[src/rtl/offset_update_scheduler_if.sv]
// Offset-update scheduler bus: software write port, read-side metadata and the
// offset-memory write port with buffer status.
interface offset_update_scheduler_if #(
  parameter int unsigned WORD_WIDTH = 10,
  parameter int unsigned ADDR_WIDTH = 3,
  parameter int unsigned INCR_WIDTH = 4
);
  logic                  sw_wren;
  logic [ADDR_WIDTH-1:0] sw_addr;
  logic [WORD_WIDTH-1:0] sw_data;
  logic [ADDR_WIDTH-1:0] read_addr;
  logic                  postinc_en;
  logic [INCR_WIDTH-1:0] increment;
  logic [WORD_WIDTH-1:0] offset;
  logic                  ram_wren;
  logic [ADDR_WIDTH-1:0] ram_write_addr;
  logic [WORD_WIDTH-1:0] ram_write_data;
  logic                  pending;
  logic                  dropped;

  modport master (
    output sw_wren, sw_addr, sw_data, read_addr, postinc_en, increment, offset,
    input  ram_wren, ram_write_addr, ram_write_data, pending, dropped
  );

  modport slave (
    input  sw_wren, sw_addr, sw_data, read_addr, postinc_en, increment, offset,
    output ram_wren, ram_write_addr, ram_write_data, pending, dropped
  );
endinterface

[src/rtl/offset_update_scheduler.sv]
// Schedules post-increment write-backs to an offset memory, arbitrating against
// software writes with a single-entry deferred-update buffer.
module offset_update_scheduler #(
  parameter int unsigned WORD_WIDTH   = 10,
  parameter int unsigned ADDR_WIDTH   = 3,
  parameter int unsigned INCR_WIDTH   = 4,
  parameter int unsigned READ_LATENCY = 2
) (
  input logic                     clock,
  input logic                     reset,
  offset_update_scheduler_if.slave bus
);

  localparam int unsigned Last = READ_LATENCY - 1;

  logic                  pipe_en_q   [READ_LATENCY];
  logic [ADDR_WIDTH-1:0] pipe_addr_q [READ_LATENCY];
  logic [INCR_WIDTH-1:0] pipe_inc_q  [READ_LATENCY];

  logic                  pend_valid_q, pend_valid_d;
  logic [ADDR_WIDTH-1:0] pend_addr_q, pend_addr_d;
  logic [WORD_WIDTH-1:0] pend_data_q, pend_data_d;

  logic                  ram_wren_q, ram_wren_d;
  logic [ADDR_WIDTH-1:0] ram_addr_q, ram_addr_d;
  logic [WORD_WIDTH-1:0] ram_data_q, ram_data_d;
  logic                  dropped_q, dropped_d;

  logic                  take_fresh;
  logic [ADDR_WIDTH-1:0] fresh_addr;
  logic [WORD_WIDTH-1:0] fresh_data;

  assign fresh_addr = pipe_addr_q[Last];
  assign fresh_data = bus.offset + WORD_WIDTH'($signed(pipe_inc_q[Last]));

  always_comb begin
    ram_wren_d   = 1'b0;
    ram_addr_d   = ram_addr_q;
    ram_data_d   = ram_data_q;
    pend_valid_d = pend_valid_q;
    pend_addr_d  = pend_addr_q;
    pend_data_d  = pend_data_q;
    dropped_d    = 1'b0;
    take_fresh   = pipe_en_q[Last];

    if (bus.sw_wren) begin
      ram_wren_d = 1'b1;
      ram_addr_d = bus.sw_addr;
      ram_data_d = bus.sw_data;
      // Software writes supersede any hardware update to the same address.
      if (pend_valid_q && (pend_addr_q == bus.sw_addr)) pend_valid_d = 1'b0;
      if (take_fresh && (fresh_addr == bus.sw_addr)) take_fresh = 1'b0;
      if (take_fresh) begin
        if (!pend_valid_d) begin
          pend_valid_d = 1'b1;
          pend_addr_d  = fresh_addr;
          pend_data_d  = fresh_data;
        end else begin
          dropped_d = 1'b1;
        end
      end
    end else if (pend_valid_q) begin
      ram_wren_d   = 1'b1;
      ram_addr_d   = pend_addr_q;
      ram_data_d   = pend_data_q;
      pend_valid_d = 1'b0;
      if (take_fresh) begin
        pend_valid_d = 1'b1;
        pend_addr_d  = fresh_addr;
        pend_data_d  = fresh_data;
      end
    end else if (take_fresh) begin
      ram_wren_d = 1'b1;
      ram_addr_d = fresh_addr;
      ram_data_d = fresh_data;
    end
  end

  always_ff @(posedge clock) begin
    if (reset) begin
      for (int i = 0; i < READ_LATENCY; i++) begin
        pipe_en_q[i]   <= 1'b0;
        pipe_addr_q[i] <= '0;
        pipe_inc_q[i]  <= '0;
      end
      pend_valid_q <= 1'b0;
      pend_addr_q  <= '0;
      pend_data_q  <= '0;
      ram_wren_q   <= 1'b0;
      ram_addr_q   <= '0;
      ram_data_q   <= '0;
      dropped_q    <= 1'b0;
    end else begin
      pipe_en_q[0]   <= bus.postinc_en;
      pipe_addr_q[0] <= bus.read_addr;
      pipe_inc_q[0]  <= bus.increment;
      for (int i = 1; i < READ_LATENCY; i++) begin
        pipe_en_q[i]   <= pipe_en_q[i-1];
        pipe_addr_q[i] <= pipe_addr_q[i-1];
        pipe_inc_q[i]  <= pipe_inc_q[i-1];
      end
      pend_valid_q <= pend_valid_d;
      pend_addr_q  <= pend_addr_d;
      pend_data_q  <= pend_data_d;
      ram_wren_q   <= ram_wren_d;
      ram_addr_q   <= ram_addr_d;
      ram_data_q   <= ram_data_d;
      dropped_q    <= dropped_d;
    end
  end

  assign bus.ram_wren       = ram_wren_q;
  assign bus.ram_write_addr = ram_addr_q;
  assign bus.ram_write_data = ram_data_q;
  assign bus.pending        = pend_valid_q;
  assign bus.dropped        = dropped_q;

endmodule

[src/flat_wrapper.sv]
// flat-port wrapper written by rule: the top's interface ports become plain ports
module offset_update_scheduler_flat 
#(
  parameter int unsigned WORD_WIDTH   = 10,
  parameter int unsigned ADDR_WIDTH   = 3,
  parameter int unsigned INCR_WIDTH   = 4,
  parameter int unsigned READ_LATENCY = 2
)
  (clock, reset, bus_sw_wren, bus_sw_addr, bus_sw_data, bus_read_addr, bus_postinc_en, bus_increment, bus_offset, bus_ram_wren, bus_ram_write_addr, bus_ram_write_data, bus_pending, bus_dropped);
  offset_update_scheduler_if #(.WORD_WIDTH(WORD_WIDTH), .ADDR_WIDTH(ADDR_WIDTH), .INCR_WIDTH(INCR_WIDTH)) bus_i ();
  input logic clock;
  input logic reset;
  input wire logic [$bits(bus_i.sw_wren)-1:0] bus_sw_wren;
  input wire logic [$bits(bus_i.sw_addr)-1:0] bus_sw_addr;
  input wire logic [$bits(bus_i.sw_data)-1:0] bus_sw_data;
  input wire logic [$bits(bus_i.read_addr)-1:0] bus_read_addr;
  input wire logic [$bits(bus_i.postinc_en)-1:0] bus_postinc_en;
  input wire logic [$bits(bus_i.increment)-1:0] bus_increment;
  input wire logic [$bits(bus_i.offset)-1:0] bus_offset;
  output wire logic [$bits(bus_i.ram_wren)-1:0] bus_ram_wren;
  output wire logic [$bits(bus_i.ram_write_addr)-1:0] bus_ram_write_addr;
  output wire logic [$bits(bus_i.ram_write_data)-1:0] bus_ram_write_data;
  output wire logic [$bits(bus_i.pending)-1:0] bus_pending;
  output wire logic [$bits(bus_i.dropped)-1:0] bus_dropped;
  assign bus_i.sw_wren = bus_sw_wren;
  assign bus_i.sw_addr = bus_sw_addr;
  assign bus_i.sw_data = bus_sw_data;
  assign bus_i.read_addr = bus_read_addr;
  assign bus_i.postinc_en = bus_postinc_en;
  assign bus_i.increment = bus_increment;
  assign bus_i.offset = bus_offset;
  assign bus_ram_wren = bus_i.ram_wren;
  assign bus_ram_write_addr = bus_i.ram_write_addr;
  assign bus_ram_write_data = bus_i.ram_write_data;
  assign bus_pending = bus_i.pending;
  assign bus_dropped = bus_i.dropped;
  offset_update_scheduler #(.WORD_WIDTH(WORD_WIDTH), .ADDR_WIDTH(ADDR_WIDTH), .INCR_WIDTH(INCR_WIDTH), .READ_LATENCY(READ_LATENCY)) u_core (.clock(clock), .reset(reset), .bus(bus_i));
endmodule
[config.mk]
export PLATFORM = sky130hd
export DESIGN_NAME = offset_update_scheduler_flat
export DESIGN_NICKNAME = d
export VERILOG_FILES = /design/src/rtl/offset_update_scheduler_if.sv /design/src/rtl/offset_update_scheduler.sv /design/src/flat_wrapper.sv
export SDC_FILE = /design/constraint.sdc
export NUM_CORES = 1
export LEC_CHECK = 0
export CAP_MARGIN = 20
export CORE_MARGIN = 2
export CORE_UTILIZATION = 54
export DETAILED_ROUTE_END_ITERATION = 7
export PLACE_DENSITY = 0.84
export SLEW_MARGIN = 10
export SYNTH_ARGS = -nofsm -noshare
export SYNTH_HDL_FRONTEND = slang
export SYNTH_SLANG_ARGS = --single-unit
[constraint.sdc]
create_clock -name clock -period 6.05 [get_ports clock]
set_input_delay 1.21 -clock clock [delete_from_list [all_inputs] [get_ports clock]]
set_output_delay 1.21 -clock clock [all_outputs]
set_load 0.05 [all_outputs]
* Word level (Yosys, flattened, before mapping)
Memory sizes are Yosys's and may differ from the RTL's.
Index checks and enable logic that the tools add are counted.
** Storage, ports and cells
- Output and inout port bits :: 16
- Bits of input ports :: 34
- ROM bits :: 0
- Bits in writable memories :: 16
- Bits in registers :: 29
- Latch bits :: 0
- Word-level logic and storage cells :: 64
- Memories :: 3
** Memories
- u_core.pipe_inc_q :: depth 2, width 4, read ports 2, clocked after Yosys merged registers in 0, write ports 2, line offset_update_scheduler.sv:18 : logic [INCR_WIDTH-1:0] pipe_inc_q [READ_LATENCY];
- u_core.pipe_addr_q :: depth 2, width 3, read ports 2, clocked after Yosys merged registers in 0, write ports 2, line offset_update_scheduler.sv:17 : logic [ADDR_WIDTH-1:0] pipe_addr_q [READ_LATENCY];
- u_core.pipe_en_q :: depth 2, width 1, read ports 2, clocked after Yosys merged registers in 0, write ports 2, line offset_update_scheduler.sv:16 : logic pipe_en_q [READ_LATENCY];
** Cells by class
- Eq/ne operators :: 4
- Multipliers :: 0
- Reduce and logical (&&, ||, !) cells :: 7
- Magnitude comparators :: 0
- Add/subtract/negate cells :: 1
- Bitwise operators :: 8
- Div/mod/pow operators :: 0
- Muxes and demuxes :: 34
- Shifts and indexed selects :: 0
** Operator list (number)
- two-way mux 10 bit :: 7
- two-way mux 3 bit :: 9
- two-way mux 1 bit :: 16
- adder 10 bit :: 1
- two-way mux 4 bit :: 2
- equality test 3 bit :: 2
- OR 1 bit :: 6
- AND reduction 4 bit :: 1
- nonzero test 2 bit :: 2
- nonzero test 3 bit :: 1
- OR reduction 3 bit :: 1
- logical AND 1 bit :: 2
- != test 2 x 1 -> 1 bit, second input constant :: 1
- != test 2 bit, second input constant :: 1
- inverter 1 bit :: 2

* Longest topological paths before layout
Gate-level depths: netlist of run 1.
- Depth in word-level cells :: 7
- Mapped depth :: 8
- Depth with buffers taken out :: 8

* Worst setup path after synthesis of run 1
Ideal clock, no wire load.
- Kind :: input port to flip-flop
- Start point :: input port bus_offset[0]
- End point :: register u_core.ram_data_q[8] (netlist: u_core.bus.ram_write_data[8])
- Stages on the path :: 8
- Path slack :: 3.309 ns
- Required time :: 5.916 ns
- Setup time :: 0.134 ns
- Arrival :: 2.606 ns
- Path buffers :: 0
- Cells stage by stage :: ha_1 -> inv_1 -> fa_1 -> nor2b_1 -> o2111ai_1 -> and4_1 -> nor3_1 -> o22ai_1
** Between the ends
- Longest elaborated chain between the ends :: 4
** Ends and longest elaborated chain
- start, declared :: line flat_wrapper.sv:19 : input wire logic [$bits(bus_i.offset)-1:0] bus_offset;
- adder 10 bit :: line offset_update_scheduler.sv:34 : assign fresh_data = bus.offset + WORD_WIDTH'($signed(pipe_inc_q[Last]));
- two-way mux 10 bit :: line offset_update_scheduler.sv:72 : end else if (take_fresh) begin
- two-way mux 10 bit :: line offset_update_scheduler.sv:62 : end else if (pend_valid_q) begin
- two-way mux 10 bit :: line offset_update_scheduler.sv:46 : if (bus.sw_wren) begin
- end signal, assigned :: line offset_update_scheduler.sv:107 : ram_data_q <= ram_data_d;
- end, declared :: line offset_update_scheduler.sv:26 : logic [WORD_WIDTH-1:0] ram_data_q, ram_data_d;
No other way between the ends. The select of a mux whose other input is x is not followed.
A chain may end at the register's enable or synchronous reset.

* Worst setup path after layout of run 1
- Start point :: input port bus_sw_wren
- End point :: register u_core.pend_data_q[1]
** Between the ends
- Longest elaborated chain between the ends :: 2
- Elaborated cells on any way between the ends :: 6
- Classes of those cells :: eq/ne: 2; mux: 1; reduce/logical: 3
** Ends and longest elaborated chain
- start, declared :: line flat_wrapper.sv:13 : input wire logic [$bits(bus_i.sw_wren)-1:0] bus_sw_wren;
- != test 2 bit (no line), or another cell as far along
- AND reduction 4 bit (no line)
- end signal, assigned :: line offset_update_scheduler.sv:104 : pend_data_q <= pend_data_d;
- end, declared :: line offset_update_scheduler.sv:22 : logic [WORD_WIDTH-1:0] pend_data_q, pend_data_d;
Parallel ways exist; a longest one is shown, timed or not.

==> results of run 1 <==
==> cell families (layout without fill, tap and decap cells) <==
group	Yosys count	count (layout)
flip-flops	45	45
adder cells (fa/ha/maj)	10	10
AO/OA/AOI/OAI	68	68
XOR/XNOR	10	10
AND/OR/NAND/NOR	107	107
buffers and inverters	19	61
multiplexers	3	3
==> per-stage QoR <==
stage | std cells | area, um2
3_5_place_dp | 348 | 2760
2_1_floorplan | 262 | 2280
4_1_cts | 354 | 2830
6_report | 354 | 2830
3_3_place_gp | 348 | 2760
5_1_grt | 354 | 2830
==> cells in the mapped netlist, types with 3 or more instances <==
cell / instances / area share, %
dfxtp_1: 45 / 40
a21oi_1: 32 / 7.0
nand2_1: 26 / 4.3
nor2_1: 21 / 3.5
nor2b_1: 18 / 4.9
ha_1: 9 / 4.9
nand3_1: 9 / 2.0
xnor2_1: 9 / 3.5
nand3b_1: 8 / 2.6
nor3b_1: 8 / 2.6
clkbuf_1: 7 / 1.2
o21ai_0: 7 / 1.5
a221oi_1: 6 / 2.3
nor3_1: 4 / 0.88
buf_2: 3 / 0.66
buf_6: 3 / 1.5
inv_1: 3 / 0.49
mux2i_1: 3 / 1.3
nand2b_1: 3 / 0.82
o22ai_1: 3 / 0.82
==> critical path, stage by stage <==
cell             delay (ns)
clkdlybuf4s50_1        0.67
buf_4                  0.34
a41o_1                 0.22
a31oi_1                0.66
nor2_1                 0.09
a211oi_1               0.24
==> cells in the final DEF (no fill, tap or decap), types with 4 or more instances in the layout <==
master            n
clkdlybuf4s50_1  49
dfxtp_1          45
a21oi_1          32
nand2_1          26
nor2_1           21
nor2b_1          18
xnor2_1           9
nand3_1           9
ha_1              9
nand3b_1          8
nor3b_1           8
o21ai_0           7
a221oi_1          6
clkbuf_8          5
nor3_1            4
==> sequential cells by signal, indices dropped and copies added, names as in the netlist <==
| name | count |
|---|---|
| u_core.bus.dropped | 1 |
| u_core.bus.pending | 1 |
| u_core.bus.ram_wren | 1 |
| u_core.bus.ram_write_addr | 3 |
| u_core.bus.ram_write_data | 10 |
| u_core.pend_addr_q | 3 |
| u_core.pend_data_q | 10 |
| u_core.pipe_addr_q | 6 |
| u_core.pipe_en_q | 2 |
| u_core.pipe_inc_q | 8 |
==> layout make-up <==
class                   instances  area share [%]
clock buffers                   5            2.43
clock inverters                 1           0.177
multi-input cells             198            44.9
well taps                      50            2.21
inverters                       3           0.398
repair buffers                 52            18.1
flip-flops and latches         45            31.8
==> per-layer routing <==
layer  up-vias  global-route usage (%)  wire [um]
met5         -                       0          0
met3         4                    5.36        221
met4         0                    6.13         46
met2        39                    38.7       2400
met1       919                    28.8       2230
li1       1015                       -          -
==> power groups by stage <==
stage                     clock network [mW]  logic [mW]  registers (mW)
after floorplan                            0      0.0662           0.343
after global placement                     0       0.130           0.323
after detailed placement                   0       0.132           0.324
after CTS                              0.172       0.133           0.317
after global routing                   0.182       0.146           0.318
final                                  0.169       0.133           0.317
==> worst paths after layout <==
check	start	end	slack [ns]	cells past startpoint
worst max-delay path	bus_sw_wren	u_core.pend_data_q[1]	2.83	6
worst min register to register	u_core.pipe_inc_q[0][3]	u_core.pipe_inc_q[0][7]	0.44	1
worst max register to register	u_core.pipe_en_q[0][1]	u_core.pend_data_q[1]	3.77	5
worst min-delay path	u_core.pipe_inc_q[0][3]	u_core.pipe_inc_q[0][7]	0.44	1
==> flow_summary.yaml, run 1 <==
power:
  netSwitchingFraction_pct: 28.0
  power_frac_comb_pct: 21.5
  p_leak_nw: 1.02
  p_int_mw: 0.445
  switchingPower_mw: 0.174
  seq_power_share_pct: 51.2
  finalPower_mw: 0.619
  p_clk_share_pct: 27.3
  ir_worst_vdd_mv: 0.189
  power.density_nw_per_um2: 219
synth:
  synth_adder_area_share_pct: 5.82
  synth_compound_area_share_pct: 19.8
  synth_xor_area_share_pct: 3.85
  ys_seq_area_share_pct: 39.6
  synth_top_family_by_area: "simple AND/OR/NAND/NOR gates"
  synth_ff_type: "dfxtp_1"
  synth_async_sr_flop_share_pct: 0
  yosys.area_share.simple_pct: 25.0
  syn_nets: 306
  synth_edf_count: 0
  netlist_instances: 262
  synth_area_per_cell_um2: 8.69
  synth-seq-cells: 45
  synth_area_um2: 2280
  yosysWarnings: 0
  ys_types: 46
  synthMuxAreaShare_pct: 1.32
sta:
  timing.fmax_mhz: 310
  slew_violations: 0
  layout_min_cycle_time_ns: 3.22
  tns_ns: 0
  tightest_slew_ns: 0.870
  finalWorstSetupSlack_ns: 2.83
  period_share_pct: 53.3
  grt_setup_unrepaired: "no"
  timing.hold.ws_ns: 0.440
  clock_skew_ns: 0.00737
  setup_viol_count_final: 0
  relSlewSlack_pct: 41.7
  finalHoldViolCount: 0
drt:
  wl_per_cell_um: 13.8
  vias: 1977
  routed_wl_um: 4900
  drt_iter0_markers: 148
  via_per_inst: 5.58
  drc: 0
  firstDrtPassIters: 4
  postRouteAntennaNets: 0
floorplanning:
  initial_core_util_pct: 56.5
  rows: 23
  core_um2: 4030
  die_w_um: 68.9
  dieArea_um2: 4750
  chipHeight_um: 68.9
  pin_count: 50
cts:
  cts_setup_buffers: 0
  clock_latency_ns: 0.30
  ctsHoldBuffers: 0
  cts_made_buffers: 5
  clockBufferDepth: 2
  cts-root-buf: "clkbuf_8"
  cts_sinks: 45
  clk_pin_slew_worst_paths_ns: 0.07
  cts_max_level: 2
  cts_tree: "built"
  ctsResizeCount: 0
placed_design:
  gp_congestion: 0.812
  dp_hpwl_um: 3560
  pre_cts_ws_ns: 2.53
  port_buffers: 49
final_layout:
  nets: 349
  layout-drive-gt1-share_pct: 4.93
  multiInputGateArea_um2: 1270
  area_growth_pct: 24.3
  post-route-util_pct: 70.3
  final.fill_count: 334
  area.sequential_um2: 901
  diodes: 0
grt:
  antenna_found_initial: 0
  grt_pass1_vias: 1867
  grt_pass1_wl_um: 8050
  gr-total-overflow: 0
  grt_max_degree: 34
  grt_usage_pct: 22.7
worst_setup_path:
  cp.required_ns: 6.25
  path_class: "input port to register"
  crit_arrival_ns: 3.43
  worst_setup_path_start_kind: "input port"
  worst_setup_path_end_kind: "register"
  crit_fanout: 20
run_status:
  status: "finished, final reports clean"
min_path:
  hp-class: "register to register"
flow_run:
  maxCapViolCount: 0
No activity file was read; power rests on OpenSTA's default activity.
==> run 2: changes to the inputs <==
--- a/config.mk
+++ b/config.mk
@@ -7,9 +7,9 @@
 export LEC_CHECK = 0
 export CAP_MARGIN = 20
 export CORE_MARGIN = 2
-export CORE_UTILIZATION = 54
+export CORE_UTILIZATION = 45
 export DETAILED_ROUTE_END_ITERATION = 7
-export PLACE_DENSITY = 0.84
+export PLACE_DENSITY = 0.74
 export SLEW_MARGIN = 10
 export SYNTH_ARGS = -nofsm -noshare
 export SYNTH_HDL_FRONTEND = slang
==> constraint.sdc (replaced) <==
create_clock -name clock -period 2.6 [get_ports clock]
set_input_delay 0.52 -clock clock [delete_from_list [all_inputs] [get_ports clock]]
set_output_delay 0.52 -clock clock [all_outputs]
set_load 0.05 [all_outputs]
==> run 2 against run 1 <==
  * Clock-buffer cell count grew 1
  * Design area rose by 4.4%
  * Sequential cell count is the same
  * Die area increased by 19%
  * Critical endpoint is now u_core.bus.ram_write_data[8]
  * Sequential power grew 130%
  * Worst setup slack worse by 2.6 ns
  * Clock skew grew 0.0068 ns
  * Critical path depth increased by 3
  * Worst hold slack lost 0.010 ns
  * Clock power grew to 3.1 times the previous value
  * Final cell count grew 7.9%
==> flow_summary.yaml, run 2 (synthesized netlist as in run 1, its figures left out) <==
run_status:
  status: "finished, final reports clean"
drt:
  routed_wl_um: 4960
  wl_per_cell_um: 13.0
  vias: 2025
  drt_iter0_markers: 97
  firstDrtPassIters: 4
  postRouteAntennaNets: 0
  via_per_inst: 5.30
  drc: 0
worst_setup_path:
  crit_slowest_cell: "clkdlybuf4s50_1"
  path_cells: "clkdlybuf4s50_1 > ha_1 > inv_1 > fa_1 > nor2b_1 > o2111ai_1 > and4_1 > nor3_1 > o22ai_1"
  rr_startpoint: "u_core.pipe_inc_q[0][7]"
  worst_setup_path_end_kind: "register"
  cp.required_ns: 2.77
  crit_arrival_ns: 2.53
  path_class: "input port to register"
  worst-path-buf-inv: 2
  crit_family: "simple AND/OR/NAND/NOR gates"
  worst_setup_path_start_kind: "input port"
  crit_start: "bus_offset[0]"
  crit_fanout: 2
  slowest_delay_ns: 0.46
grt:
  grt_usage_pct: 19.6
  grt_max_degree: 33
  antenna_found_initial: 0
  gr-total-overflow: 0
  grt_pass1_wl_um: 8510
  grt_pass1_vias: 1872
cts:
  cts-root-buf: "clkbuf_8"
  ctsResizeCount: 0
  cts_tree: "built"
  cts_setup_buffers: 0
  cts_made_buffers: 5
  cts_max_level: 2
  ctsHoldBuffers: 0
  clock_latency_ns: 0.30
  clk_pin_slew_worst_paths_ns: 0.09
  cts_sinks: 45
  clockBufferDepth: 2
min_path:
  min_from: "u_core.pipe_addr_q[0][1]"
  hp-class: "register to register"
floorplanning:
  dieArea_um2: 5650
  pin_count: 50
  core_um2: 4790
  chipHeight_um: 75.1
  initial_core_util_pct: 47.6
  die_w_um: 75.1
  rows: 25
power:
  ir_worst_vdd_mv: 0.318
  p_leak_nw: 1.09
  finalPower_mw: 1.57
  power.density_nw_per_um2: 532
sta:
  layout_min_cycle_time_ns: 2.36
  setup_viol_count_final: 0
  grt_setup_unrepaired: "no"
  finalWorstSetupSlack_ns: 0.239
  slew_violations: 0
  timing.hold.ws_ns: 0.430
  clock_skew_ns: 0.0141
  period_share_pct: 90.8
  timing.fmax_mhz: 423
  relSlewSlack_pct: 66.3
  tightest_slew_ns: 0.505
  finalHoldViolCount: 0
  tns_ns: 0
final_layout:
  area_growth_pct: 29.8
  final_common_cell: "clkdlybuf4s50_1"
  diodes: 0
  layout-drive-gt1-share_pct: 8.25
  nets: 358
  post-route-util_pct: 61.8
  final_cell_mix: "clkdlybuf4s50_1, dfxtp_1, a21oi_1, nand2_1, nor2_1"
placed_design:
  port_buffers: 49
  pre_cts_ws_ns: -0.0686
  dp_hpwl_um: 3700
  gp_congestion: 0.801
flow_run:
  maxCapViolCount: 0
[run 2: changes by cell type in the layout (fill, tap and decap cells not counted), sizes merged]
cell | previous run | this run
buf | 3 | 13
bufinv | 0 | 1
clkbuf | 5 | 6
clkdlybuf4s50 | 49 | 48
[run 2: final cells by class]
class,count,area (um2)
flip-flops and latches,45,901
well taps,67,83.8
clock buffers,6,72.6
repair buffers,61,578
inverters,3,11.3
multi-input cells,198,1270
fillers,430,1830
clock inverters,2,38.8
[run 2: per-stage QoR]
step,area [um2],cells
global route,2960,382
finish,2960,382
detailed placement,2840,374
global placement,2840,374
CTS,2960,382
floorplan,2280,262
[run 2: final timing paths]
check / cells after the start / endpoint / slack, ns
worst max-delay path: 9 / u_core.bus.ram_write_data[8] / 0.24
worst min-delay path: 1 / u_core.pipe_addr_q[0][4] / 0.43
worst max register to register: 6 / u_core.pend_data_q[7] / 0.58
worst min register to register: 1 / u_core.pipe_addr_q[0][4] / 0.43
[run 2: metal layers]
| layer | global-route usage (%) | share of wire, % | wire, um |
|---|---|---|---|
| met1 | 25.7 | 46 | 2300 |
| met4 | 5.65 | 1.2 | 58 |
| met3 | 4.15 | 4.6 | 229 |
| met2 | 32.8 | 48 | 2380 |
| met5 | 0 | 0 | 0 |
[run 2: where the power goes]
| part | total (mW) | leakage (nW) | internal, mW | switching [mW] |
|---|---|---|---|---|
| clock network | 0.518 | 0.0554 | 0.288 | 0.229 |
| registers | 0.734 | 0.369 | 0.719 | 0.0141 |
| logic | 0.320 | 0.661 | 0.146 | 0.173 |
